--- src/rtl/ob_pkg.sv ---
// Order-book shared types: command opcodes, the command record, and the
// conditional-to-issuable rewrite applied to matured stop commands.
package ob_pkg;

    typedef enum logic [3:0] {
        OP_NOP         = 4'd0,
        OP_LMT_BUY     = 4'd1,
        OP_LMT_SELL    = 4'd2,
        OP_MKT_BUY     = 4'd3,
        OP_MKT_SELL    = 4'd4,
        OP_STOP_BUY    = 4'd5,
        OP_STOP_SELL   = 4'd6,
        OP_STPLMT_BUY  = 4'd7,
        OP_STPLMT_SELL = 4'd8,
        OP_CANCEL      = 4'd9,
        OP_MODIFY      = 4'd10
    } opcode_t;

    typedef struct packed {
        opcode_t     op;
        logic [15:0] uid;
        logic [31:0] price;
        logic [15:0] qty;
    } cmd_t;

    localparam int MTR_ISSUED_CNT_W = 16;

    // Stop-loss becomes market (price no longer meaningful, so zeroed);
    // stop-limit becomes limit at its limit price. uid/qty always kept.
    function automatic cmd_t cn_to_issue(input cmd_t c);
        cmd_t r;
        r = c;
        case (c.op)
            OP_STOP_BUY: begin
                r.op    = OP_MKT_BUY;
                r.price = '0;
            end
            OP_STOP_SELL: begin
                r.op    = OP_MKT_SELL;
                r.price = '0;
            end
            OP_STPLMT_BUY:  r.op = OP_LMT_BUY;
            OP_STPLMT_SELL: r.op = OP_LMT_SELL;
            default: ;
        endcase
        return r;
    endfunction

endpackage

--- src/rtl/ob_cmd_buf2.sv ---
// Two-entry command FIFO. Entry 0 is always the head, so the head output
// is a plain register with no read-pointer mux.
module ob_cmd_buf2
    import ob_pkg::*;
(
    input  logic       clk,
    input  logic       rst,
    input  logic       push,
    input  cmd_t       push_data,
    input  logic       pop,
    output logic [1:0] occ_r,
    output logic       head_vld,
    output cmd_t       head
);

    logic [1:0] occ_q, occ_d;
    cmd_t       ent0_q, ent0_d;
    cmd_t       ent1_q, ent1_d;
    logic       do_pop, do_push;

    // Shift on pop, fill the first free slot on push.
    always_comb begin
        occ_d   = occ_q;
        ent0_d  = ent0_q;
        ent1_d  = ent1_q;
        do_pop  = pop && (occ_q != 2'd0);
        do_push = push && ((occ_q != 2'd2) || do_pop);
        if (do_pop) begin
            ent0_d = ent1_q;
        end
        if (do_push) begin
            if ((occ_q == 2'd0) || ((occ_q == 2'd1) && do_pop)) begin
                ent0_d = push_data;
            end else begin
                ent1_d = push_data;
            end
        end
        case ({do_push, do_pop})
            2'b10:   occ_d = occ_q + 2'd1;
            2'b01:   occ_d = occ_q - 2'd1;
            default: occ_d = occ_q;
        endcase
    end

    // Storage and occupancy registers.
    always_ff @(posedge clk) begin
        if (rst) begin
            occ_q  <= 2'd0;
            ent0_q <= '0;
            ent1_q <= '0;
        end else begin
            occ_q  <= occ_d;
            ent0_q <= ent0_d;
            ent1_q <= ent1_d;
        end
    end

    assign occ_r    = occ_q;
    assign head_vld = (occ_q != 2'd0);
    assign head     = ent0_q;

endmodule

--- src/rtl/ob_cn_mtr_merge.sv ---
// Merges matured conditional commands with ingress commands into a single
// stream for the order-book controller, rewriting matured stops into their
// issuable form. A burst counter bounds how long ingress can be starved.
module ob_cn_mtr_merge
    import ob_pkg::*;
#(
    parameter int MTR_BURST = 4
) (
    input  logic                        clk,
    input  logic                        rst,
    input  logic                        in_vld,
    input  cmd_t                        in_cmd,
    output logic                        in_accept,
    input  logic                        mtr_vld_r,
    input  cmd_t                        mtr_r,
    output logic                        mtr_accept,
    output logic                        out_vld_r,
    output cmd_t                        out_r,
    input  logic                        out_accept,
    output logic [MTR_ISSUED_CNT_W-1:0] mtr_issued_cnt_r
);

    localparam logic [3:0] BURST_MAX = 4'(MTR_BURST);
    localparam logic [MTR_ISSUED_CNT_W-1:0] CNT_MAX = '1;

    logic [1:0]                  occ;
    logic                        can_grant;
    logic                        burst_hit;
    logic                        in_gnt, mtr_gnt;
    logic                        push;
    cmd_t                        push_data;
    logic [3:0]                  burst_q, burst_d;
    logic [MTR_ISSUED_CNT_W-1:0] cnt_q, cnt_d;

    // Arbitration. Eligibility looks only at registered occupancy (never at
    // out_accept), so a full buffer blocks grants even on a popping cycle.
    always_comb begin
        can_grant = (occ != 2'd2) && !rst;
        burst_hit = (burst_q == BURST_MAX);
        mtr_gnt   = can_grant && mtr_vld_r && (!in_vld || !burst_hit);
        in_gnt    = can_grant && in_vld && (!mtr_vld_r || burst_hit);
        push      = mtr_gnt || in_gnt;
        push_data = mtr_gnt ? cn_to_issue(mtr_r) : in_cmd;
    end

    // Fairness counter and saturating matured-issue counter.
    always_comb begin
        burst_d = burst_q;
        cnt_d   = cnt_q;
        if (!in_vld || in_gnt) begin
            burst_d = 4'd0;
        end else if (mtr_gnt && !burst_hit) begin
            burst_d = burst_q + 4'd1;
        end
        if (mtr_gnt && (cnt_q != CNT_MAX)) begin
            cnt_d = cnt_q + 1'b1;
        end
    end

    // Counter registers.
    always_ff @(posedge clk) begin
        if (rst) begin
            burst_q <= 4'd0;
            cnt_q   <= '0;
        end else begin
            burst_q <= burst_d;
            cnt_q   <= cnt_d;
        end
    end

    ob_cmd_buf2 u_buf (
        .clk       (clk),
        .rst       (rst),
        .push      (push),
        .push_data (push_data),
        .pop       (out_accept),
        .occ_r     (occ),
        .head_vld  (out_vld_r),
        .head      (out_r)
    );

    assign in_accept        = in_gnt;
    assign mtr_accept       = mtr_gnt;
    assign mtr_issued_cnt_r = cnt_q;

endmodule

--- config.mk ---
export PLATFORM = sky130hd
export DESIGN_NAME = ob_cn_mtr_merge
export DESIGN_NICKNAME = d
export VERILOG_FILES = /design/src/rtl/ob_pkg.sv /design/src/rtl/ob_cmd_buf2.sv /design/src/rtl/ob_cn_mtr_merge.sv
export SDC_FILE = /design/constraint.sdc
export NUM_CORES = 1
export LEC_CHECK = 0
export CORE_ASPECT_RATIO = 1.25
export CORE_MARGIN = 10
export CORE_UTILIZATION = 43
export CTS_BUF_LIST = sky130_fd_sc_hd__clkbuf_16
export CTS_CLUSTER_SIZE = 40
export DETAILED_ROUTE_END_ITERATION = 6
export GPL_ROUTABILITY_DRIVEN = 0
export GPL_TIMING_DRIVEN = 0
export PLACE_DENSITY = 0.77
export SYNTH_ARGS = -nofsm -noshare
export SYNTH_HDL_FRONTEND = slang
export SYNTH_SLANG_ARGS = --single-unit
export TNS_END_PERCENT = 100
--- constraint.sdc ---
create_clock -name clk -period 2.1 [get_ports clk]
set_input_delay 0.42 -clock clk [delete_from_list [all_inputs] [get_ports clk]]
set_output_delay 0.42 -clock clk [all_outputs]
set_load 0.01 [all_outputs]
# After elaboration in Yosys (flattened, before gate mapping)
# Index checks and enable logic that the tools add are counted.
dict set report totals {
  romBits 0
  input_bits 141
  mem_bits_rw 0
  reg_bits 158
  word_cells 59
  latch_bits 0
  out_inout_bits 87
  n_memories 0
}
dict set report op_classes {
  muxes 7
  eq_ne 10
  addsub 4
  n_div 0
  n_reduce_logical 26
  shifts 0
  n_mul 0
  bitwise_logic 1
  order_cmp 0
}
# cell n
set op_table {}
lappend op_table {{two-way mux 68 bit} 4}
lappend op_table {{two-way mux 32 bit} 1}
lappend op_table {{adder 16 x 1 -> 16 bit (second input constant)} 1}
lappend op_table {{equality test 4 x 3 -> 1 bit (second input constant)} 4}
lappend op_table {{inequality test 16 bit (second input constant)} 1}
lappend op_table {{one-hot mux 4 bit (4 select lines)} 1}
lappend op_table {{logical AND 1 bit} 10}
lappend op_table {{logical OR 1 bit} 6}
lappend op_table {{adder 4 x 1 -> 4 bit (second input constant)} 1}
lappend op_table {{equality test 2 x 1 -> 1 bit (second input constant)} 2}
lappend op_table {{equality test 4 bit (second input constant)} 1}
lappend op_table {{logical NOT 1 bit} 4}
lappend op_table {{one-hot mux 2 bit (2 select lines)} 1}
lappend op_table {{nonzero test 2 bit} 2}
lappend op_table {{OR reduction 2 bit} 2}
lappend op_table {{adder 2 x 1 -> 2 bit (second input constant)} 1}
lappend op_table {{equality test 2 bit (second input constant)} 1}
lappend op_table {{logical NOT 2 bit} 1}
lappend op_table {{inequality test 2 bit (second input constant)} 1}
lappend op_table {{AND reduction 2 bit} 1}
lappend op_table {{subtractor 2 x 1 -> 2 bit (second input constant)} 1}
lappend op_table {{NOT 1 bit} 1}

# Logic depth before layout (Yosys ltp)
dict set report depth {
  word_depth 8
  ltp_mapped 11
  ltp_nobuf 8
}

# Cells and area by module
# Synthesis repeated with hierarchy kept, for this count alone.
dict set report hier_totals {
  cells_unflattened 1000
  area_unflattened_um2 7412.1
}
# mod seq_area_each_um2 area_per_inst_um2 n_inst cells_per_inst
set by_module_without_submodules {}
lappend by_module_without_submodules {ob_cmd_buf2 2762.6 5390.2 1 699}
lappend by_module_without_submodules {ob_cn_mtr_merge 400.4 2021.9 1 301}

# Worst setup path after synthesis
# OpenSTA, ideal clock, no wires.
dict set report synth_timing {
  path_kind {register -> register}
  from {reg u_buf.occ_q[0] (netlist: u_buf.occ_r[0])}
  to {reg u_buf.ent1_q[44] (netlist name)}
  slack_ns 0.019
  required_ns 2.019
  period_less_slack_ns 2.081
  stages_incl_launch_ff 9
  setup_time_ns 0.081
  arrival_time_ns 2.000
  n_path_buf 2
  cell_sequence {dfxtp_1 -> inv_1 -> ha_1 -> buf_6 -> or3b_4 -> a311oi_4 -> buf_6 -> a22oi_2 -> a211oi_2}
}
dict set report synth_via {
  elab_chain_cells 7
  elab_cells_between_ends 18
  cone_classes {eq/ne (2); mux (1); bitwise (1); reduce/logical (14)}
}
# element line_no
set synth_lines {}
lappend synth_lines {{start: declaration} ob_cmd_buf2.sv:16} ;# logic [1:0] occ_q, occ_d;
lappend synth_lines {{start signal: assignment} ob_cmd_buf2.sv:48} ;# occ_q <= 2'd0;
lappend synth_lines {{start signal: assignment} ob_cmd_buf2.sv:52} ;# occ_q <= occ_d;
lappend synth_lines {{inequality test 2 bit} {ob_cmd_buf2.sv:27, ob_cn_mtr_merge.sv:38}}
lappend synth_lines {{logical AND 1 bit} ob_cn_mtr_merge.sv:38} ;# can_grant = (occ != 2'd2) && !rst;
lappend synth_lines {{logical AND 1 bit (on tied branches) (2 in series)} {ob_cn_mtr_merge.sv:40, ob_cn_mtr_merge.sv:41}}
lappend synth_lines {{logical OR 1 bit} ob_cn_mtr_merge.sv:42} ;# push = mtr_gnt || in_gnt;
lappend synth_lines {{logical AND 1 bit} ob_cmd_buf2.sv:27} ;# do_push = push && ((occ_q != 2'd2) || do_pop);
lappend synth_lines {{AND reduction 2 bit (no line)} -}
lappend synth_lines {{end signal: assignment} ob_cmd_buf2.sv:54} ;# ent1_q <= ent1_d;
lappend synth_lines {{end: declaration} ob_cmd_buf2.sv:18} ;# cmd_t ent1_q, ent1_d;
# Parallel ways exist; a longest one is shown, timed or not.
# A chain may end at the register's enable or synchronous reset.

# Final worst setup path
dict set report layout_timing {
  from {reg u_buf.occ_q[0] (netlist: u_buf.occ_r[0])}
  to {out mtr_accept}
}
dict set report layout_via {
  elab_chain_cells 4
}
# element line_no
set layout_lines {}
lappend layout_lines {{inequality test 2 bit} ob_cn_mtr_merge.sv:38}
lappend layout_lines {{logical AND 1 bit} ob_cn_mtr_merge.sv:38}
lappend layout_lines {{logical AND 1 bit (2 in series)} ob_cn_mtr_merge.sv:40} ;# mtr_gnt = can_grant && mtr_vld_r && (!in_vld || !burst_hit);
lappend layout_lines {{end: declaration} ob_cn_mtr_merge.sv:16} ;# output logic mtr_accept,
# Every way passes these cells.

==> impl_metrics.sql <==
INSERT INTO impl_metrics (metric_group, metric, value, unit) VALUES
('outcome', 'status', 'complete, but fails checks', ''),
('outcome', 'failed_checks', 'negative setup slack', ''),
('placed_design', 'placement.io_buffers', '227', ''),
('yosys', 'synth.distinct_cells', '52', ''),
('yosys', 'yosys.area.top_type', 'sky130_fd_sc_hd__dfxtp_1', ''),
('global_route', 'grt_first_pass_wirelength', '39.8', 'mm'),
('yosys', 'ys.warnings.count', '0', ''),
('clocking', 'worst_setup_hold_path_clk_slew', '60', 'ps'),
('cells_and_area', 'post-route-util', '64.6', '%'),
('sta', 'slew_viol_final', '0', ''),
('yosys', 'seq_cells_post_synth', '158', ''),
('sta', 'unrepaired_setup_endpoints_after_global_routing', 'yes', ''),
('route', 'drt_drc_violations_left', '0', ''),
('clocking', 'numClockSinks', '158', ''),
('clocking', 'max-clock-path-buffers', '2', ''),
('critical_path', 'cp_top_family', 'buffers and inverters', ''),
('cells_and_area', 'antenna-diode-count', '0', ''),
('critical_path', 'worst_r2r_endpoint', 'u_buf.ent1_q[24]', ''),
('sta', 'fin_ws', '-10.8', 'ps'),
('cells_and_area', 'layout_common_cells', '223 x sky130_fd_sc_hd__clkdlybuf4s50_1, 154 x sky130_fd_sc_hd__dfxtp_1, 77 x sky130_fd_sc_hd__nor2_1, 77 x sky130_fd_sc_hd__a21oi_1, 74 x sky130_fd_sc_hd__o21ai_0', ''),
('yosys', 'synth_area_per_cell', '9.67', 'um^2'),
('clocking', 'tritoncts_clock_tree', 'built', ''),
('critical_path', 'timing.critical_path.required', '1680', 'ps'),
('critical_path', 'slowest_stage', 'sky130_fd_sc_hd__dfxtp_2', ''),
('critical_path', 'ff2ff_setup_slack', '30', 'ps'),
('critical_path', 'crit_path_cell_trace', 'inv_2, ha_4, buf_6, nor3b_4, nand2_2, buf_6, clkinv_4, buf_6', ''),
('floorplanning', 'floorplan.die.width', '138', 'um'),
('critical_path', 'r2r.worst_path.cells', '9', ''),
('cells_and_area', 'layoutNonFillerInstCount', '1278', ''),
('worst_hold_path', 'holdPathEnd', 'u_buf.ent1_q[65]', ''),
('global_route', 'grt_pass1_vias', '7187', ''),
('yosys', 'register_area_share_after_synthesis', '42.1', '%'),
('cells_and_area', 'layout.nets', '1189', ''),
('sta', 'finalClockSkew', '13.3', 'ps'),
('clocking', 'cts_htree_levels', '4', ''),
('route', 'antenna_violating_nets_post_route', '0', ''),
('route', 'wl_per_cell', '20.4', 'um'),
('yosys', 'asyncSetResetFlopFracSynth', '0', '%'),
('global_route', 'overflow', '0', ''),
('critical_path', 'crit_top_cell', 'sky130_fd_sc_hd__buf_6', ''),
('worst_hold_path', 'min_delay_startpoint', 'u_buf.ent1_q[65]', ''),
('yosys', 'postSynthNetCount', '925', ''),
('floorplanning', 'cell_rows', '54', ''),
('floorplanning', 'floorplan.die_area', '0.0232', 'mm^2'),
('clocking', 'root_buffer', 'sky130_fd_sc_hd__clkbuf_16', ''),
('floorplanning', 'fp.dieH', '168', 'um'),
('clocking', 'cts_buffers', '17', ''),
('cells_and_area', 'layout_commonest_cell', 'sky130_fd_sc_hd__clkdlybuf4s50_1', ''),
('sta', 'finalCritPeriodShare', '101', '%'),
('global_route', 'grt_start_max_net_pins', '17', ''),
('yosys', 'ys_dominant_reg_cell', 'sky130_fd_sc_hd__dfxtp_1', ''),
('sta', 'setup_violations', '1', ''),
('worst_hold_path', 'holdCritPathClass', 'flip-flop to flip-flop', ''),
('floorplanning', 'top_level_ports', '228', ''),
('critical_path', 'critical_path.max_fanout', '5', ''),
('yosys', 'synth-edff-count', '0', ''),
('power_and_ir_drop', 'pwr_density_cell', '1160', 'mW/mm^2'),
('route', 'dr.first_iter.drc_count', '413', ''),
('worst_hold_path', 'hold_depth', '2', ''),
('route', 'via_count', '7159', ''),
('sta', 'max_slew_margin', '50.6', '%'),
('route', 'routed_wire_length', '26.0', 'mm'),
('global_route', 'track_usage', '21.0', '%'),
('critical_path', 'critPathArrivalTime', '1690', 'ps'),
('critical_path', 'cpPeakStageDelay', '340', 'ps'),
('sta', 'tightest_slew', '740', 'ps'),
('clocking', 'cts.hold.buffers_added', '0', ''),
('cells_and_area', 'syn2layout_area_growth', '48.8', '%'),
('global_route', 'initial_antenna_violation_count', '0', ''),
('route', 'route.detailed.vias_per_inst', '5.60', ''),
('yosys', 'post_synth_instance_area', '0.00752', 'mm^2');
==> tightest hold or removal path, delay by kind of cell (launching register included) <==
family,cells,cell delay [ps]
flops,1,310
simple gates,1,50
mux,1,50
==> layer usage <==
metal	share of wire (%)	track usage, %	up-vias
met4	2.9	7.81	0
met5	0	0	-
met1	42	24.6	3464
met3	5.4	5.74	39
met2	50	35.9	230
li1	-	-	3426
==> kinds of logic after synthesis <==
group	count (synthesis)	synth area share [%]
AO/OA/AOI/OAI	282	27.4
flip-flops	158	42.1
AND/OR/NAND/NOR	140	8.96
multiplexers	105	15.1
buffers and inverters	82	4.88
adder cells (fa/ha/maj)	7	1.17
XOR/XNOR	3	0.350
==> how the worst max path moves through the flow <==
stage                               from          endpoint  cells past startpoint
final                     u_buf.occ_r[0]        mtr_accept                      8
after floorplan           u_buf.occ_r[0]  u_buf.ent1_q[44]                      8
after global placement         mtr_vld_r    u_buf.head[35]                      6
after detailed placement       mtr_vld_r    u_buf.head[35]                      6
after CTS                 u_buf.occ_r[0]        mtr_accept                      8
after global routing      u_buf.occ_r[0]        mtr_accept                      8
==> what timing repair did <==
item                       in CTS  in global routing
gates cloned                    0                  3
gates resized for setup        62                 63
hold endpoints to repair        0                  0
setup endpoints to repair     154                138
pin swaps                       5                 26
buffers inserted               16                  5
==> through the flow <==
stage	instance area [um^2]	hold WS, ps	total power, W	TNS [ps]
CTS	10900	467	0.0128	-61.5
detailed placement	10100	456	0.00945	-152740
global route	11200	491	0.0136	-682
finish	11200	463	0.0129	-10.8
floorplan	7520	432	0.00728	0
global placement	10100	442	0.00934	-154760
==> synth_stat cells, drive strengths merged, types with 2 or more instances <==
| cell type | instances |
|---|---|
| nand3 | 10 |
| o31ai | 7 |
| buf | 26 |
| nand2 | 13 |
| inv | 12 |
| nor3b | 2 |
| mux2 | 69 |
| or4 | 8 |
| o41ai | 2 |
| clkbuf | 44 |
| dfxtp | 158 |
| a22oi | 32 |
| ha | 7 |
| a211oi | 68 |
| nor2 | 77 |
| nor2b | 3 |
| o311ai | 5 |
| nand4 | 6 |
| a311oi | 2 |
| mux2i | 36 |
| or2 | 2 |
| nor3 | 3 |
| a31oi | 2 |
| xor2 | 3 |
| nor4 | 5 |
| a21oi | 81 |
| and3 | 3 |
| o21ai | 74 |
==> final cells by class <==
type | instances | area (um^2)
fillers | 1439 | 6110
multi-input cells | 537 | 4160
flip-flops and latches | 158 | 3170
repair buffers | 251 | 2530
clock buffers | 17 | 425
plain buffers | 64 | 407
well taps | 224 | 280
clock inverters | 15 | 160
inverters | 12 | 53.8
==> flip-flops by register name, summed over array words and instances (netlist names) <==
name	flops
u_buf.head	68
u_buf.ent1_q	68
u_buf.occ_r	2
burst_q	4
mtr_issued_cnt_r	16
==> power breakdown <==
group          switching (W)  internal [W]
clock network        0.00132       0.00176
logic                0.00290       0.00275
registers           0.000391       0.00380
total                0.00461       0.00831
Note: power is estimated with default switching activity, not from simulation.
==> edit, RTL diff (same settings) <==
Register the output `out_r`, without a reset; this adds one clock of latency there. The other outputs are not delayed to match.
--- a/src/rtl/ob_cn_mtr_merge.sv
+++ b/src/rtl/ob_cn_mtr_merge.sv
@@ -24,2 +24,4 @@
     localparam logic [MTR_ISSUED_CNT_W-1:0] CNT_MAX = '1;
+
+    cmd_t out_r_d;
 
@@ -78,3 +80,3 @@
         .head_vld  (out_vld_r),
-        .head      (out_r)
+        .head      (out_r_d)
     );
@@ -85,2 +87,6 @@
 
+    always_ff @(posedge clk) begin
+        out_r <= out_r_d;
+    end
+
 endmodule
Function: changed (a bounded check fails within 4 cycles, from zero or initial values and one cycle with rst high).
==> edit against the original RTL <==
- combinational power rose by 2%
- critical path type unchanged
- the flow still finishes with violations (negative setup slack)
- setup slack improved by 0.0019 ns
- final area rose by 13%
- total power rose by 21%
- largest power group is now sequential cells
- synthesized cell count rose by 8.9%
- synthesized area rose by 20%
- wire length rose by 1.4%
- critical endpoint unchanged
- sequential cell count rose by 68
- maximum frequency barely moved
==> edit: results (changes against the original RTL) <==
Max-slew headroom = 51.9% (+1.2 points)
Inverters = 14 (+2)
Share of post-route cells with drive strength above 1 = 16.7% (-8.6 points)
Final TNS setup = -0.00890 ns (+0.00186 ns)
Post-Synth XOR/XNOR Area = 0.292% (-0.057 points)
Global Route met2 Usage = 32.9% (-3.0 points)
Vias in the first global route = 7778 (+8.2%)
Sequential area share after synthesis = 50.3% (+8.3 points)
Setup violators final = 1 (unchanged)
GR Util All Layers = 18.8% (-2.2 points)
Met2 Wirelength = 13.4 mm (+3.5%)
H-tree depth = 1 (-3)
Setup Skew = 0.0145 ns (+0.00116 ns)
Adder-cell share of the synthesized area = 0.975% (-0.19 points)
Non-filler instance count after layout = 1394 (+9.1%)
Switching Share = 33.2% (-2.5 points)
Global routing usage on met1 = 22.3% (-2.3 points)
Synth Instances = 846 (+8.9%)
Detailed Route Iter0 Violations = 375 (-9.2%)
First-pass GRT wire length = 42.1 mm (+5.7%)
Cts bufs inserted = 22 (+5)
Post-place setup slack = -0.747 ns (+0.568 ns)
WL/cell = 18.9 µm (-7.0%)
Min Hold Slack = 0.307 ns (-0.157 ns)
Violated checks = negative setup slack
Non-clk bufs = 309 (-1.9%)
Nets = 1253 (+5.4%)
Area grow syn2layout = 40.2%
Port Buf Inserts = 226 (-0.44%)
Met3 Track Usage GR = 3.63% (-2.1 points)
Hold_sp = rst
Worst min-delay path category = input pin to register
Status = finished, violations left
Core ar. = 20700 µm² (+20%)
WHS Endpoint = mtr_issued_cnt_r[1]
Compound-Gate Fraction of Synth Area = 26.4% (-1.0 points)
Crit Path Max Fanout = 7 (+2)
Mapped Nets = 994 (+7.5%)
Final worst slack = -0.00890 ns (+0.00186 ns)
Post-CTS sizing = 65 (+4.8%)
DR vias = 7493 (+4.7%)
Final-layout clock buffer total = 23 (+6)
edit: power by group through the flow:
stage / logic (mW) / registers (mW) / clock network [mW]
floorplan: 3.15 / 6.13 / 0
global placement: 5.40 / 6.00 / 0
detailed placement: 5.48 / 6.05 / 0
CTS: 5.71 / 5.96 / 3.91
global route: 6.33 / 6.10 / 4.08
finish: 5.79 / 5.97 / 3.84
edit: worst max-delay path: cells and delay by family, from the launching register on:
family | cells | cell delay [ns]
AND/OR/NAND/NOR | 2 | 0.34
flip-flops | 1 | 0.34
buffers and inverters | 4 | 0.34
adder cells (fa/ha/maj) | 1 | 0.16
edit: worst max-delay path by stage:
stage                                 to  slack (ns)  depth (start not counted)
global route                  mtr_accept       -0.08                          7
finish                        mtr_accept      -0.009                          7
CTS                           mtr_accept       -0.05                          7
global placement              mtr_accept       -0.76                          5
detailed placement            mtr_accept       -0.75                          5
floorplan           mtr_issued_cnt_r[10]        0.05                          8
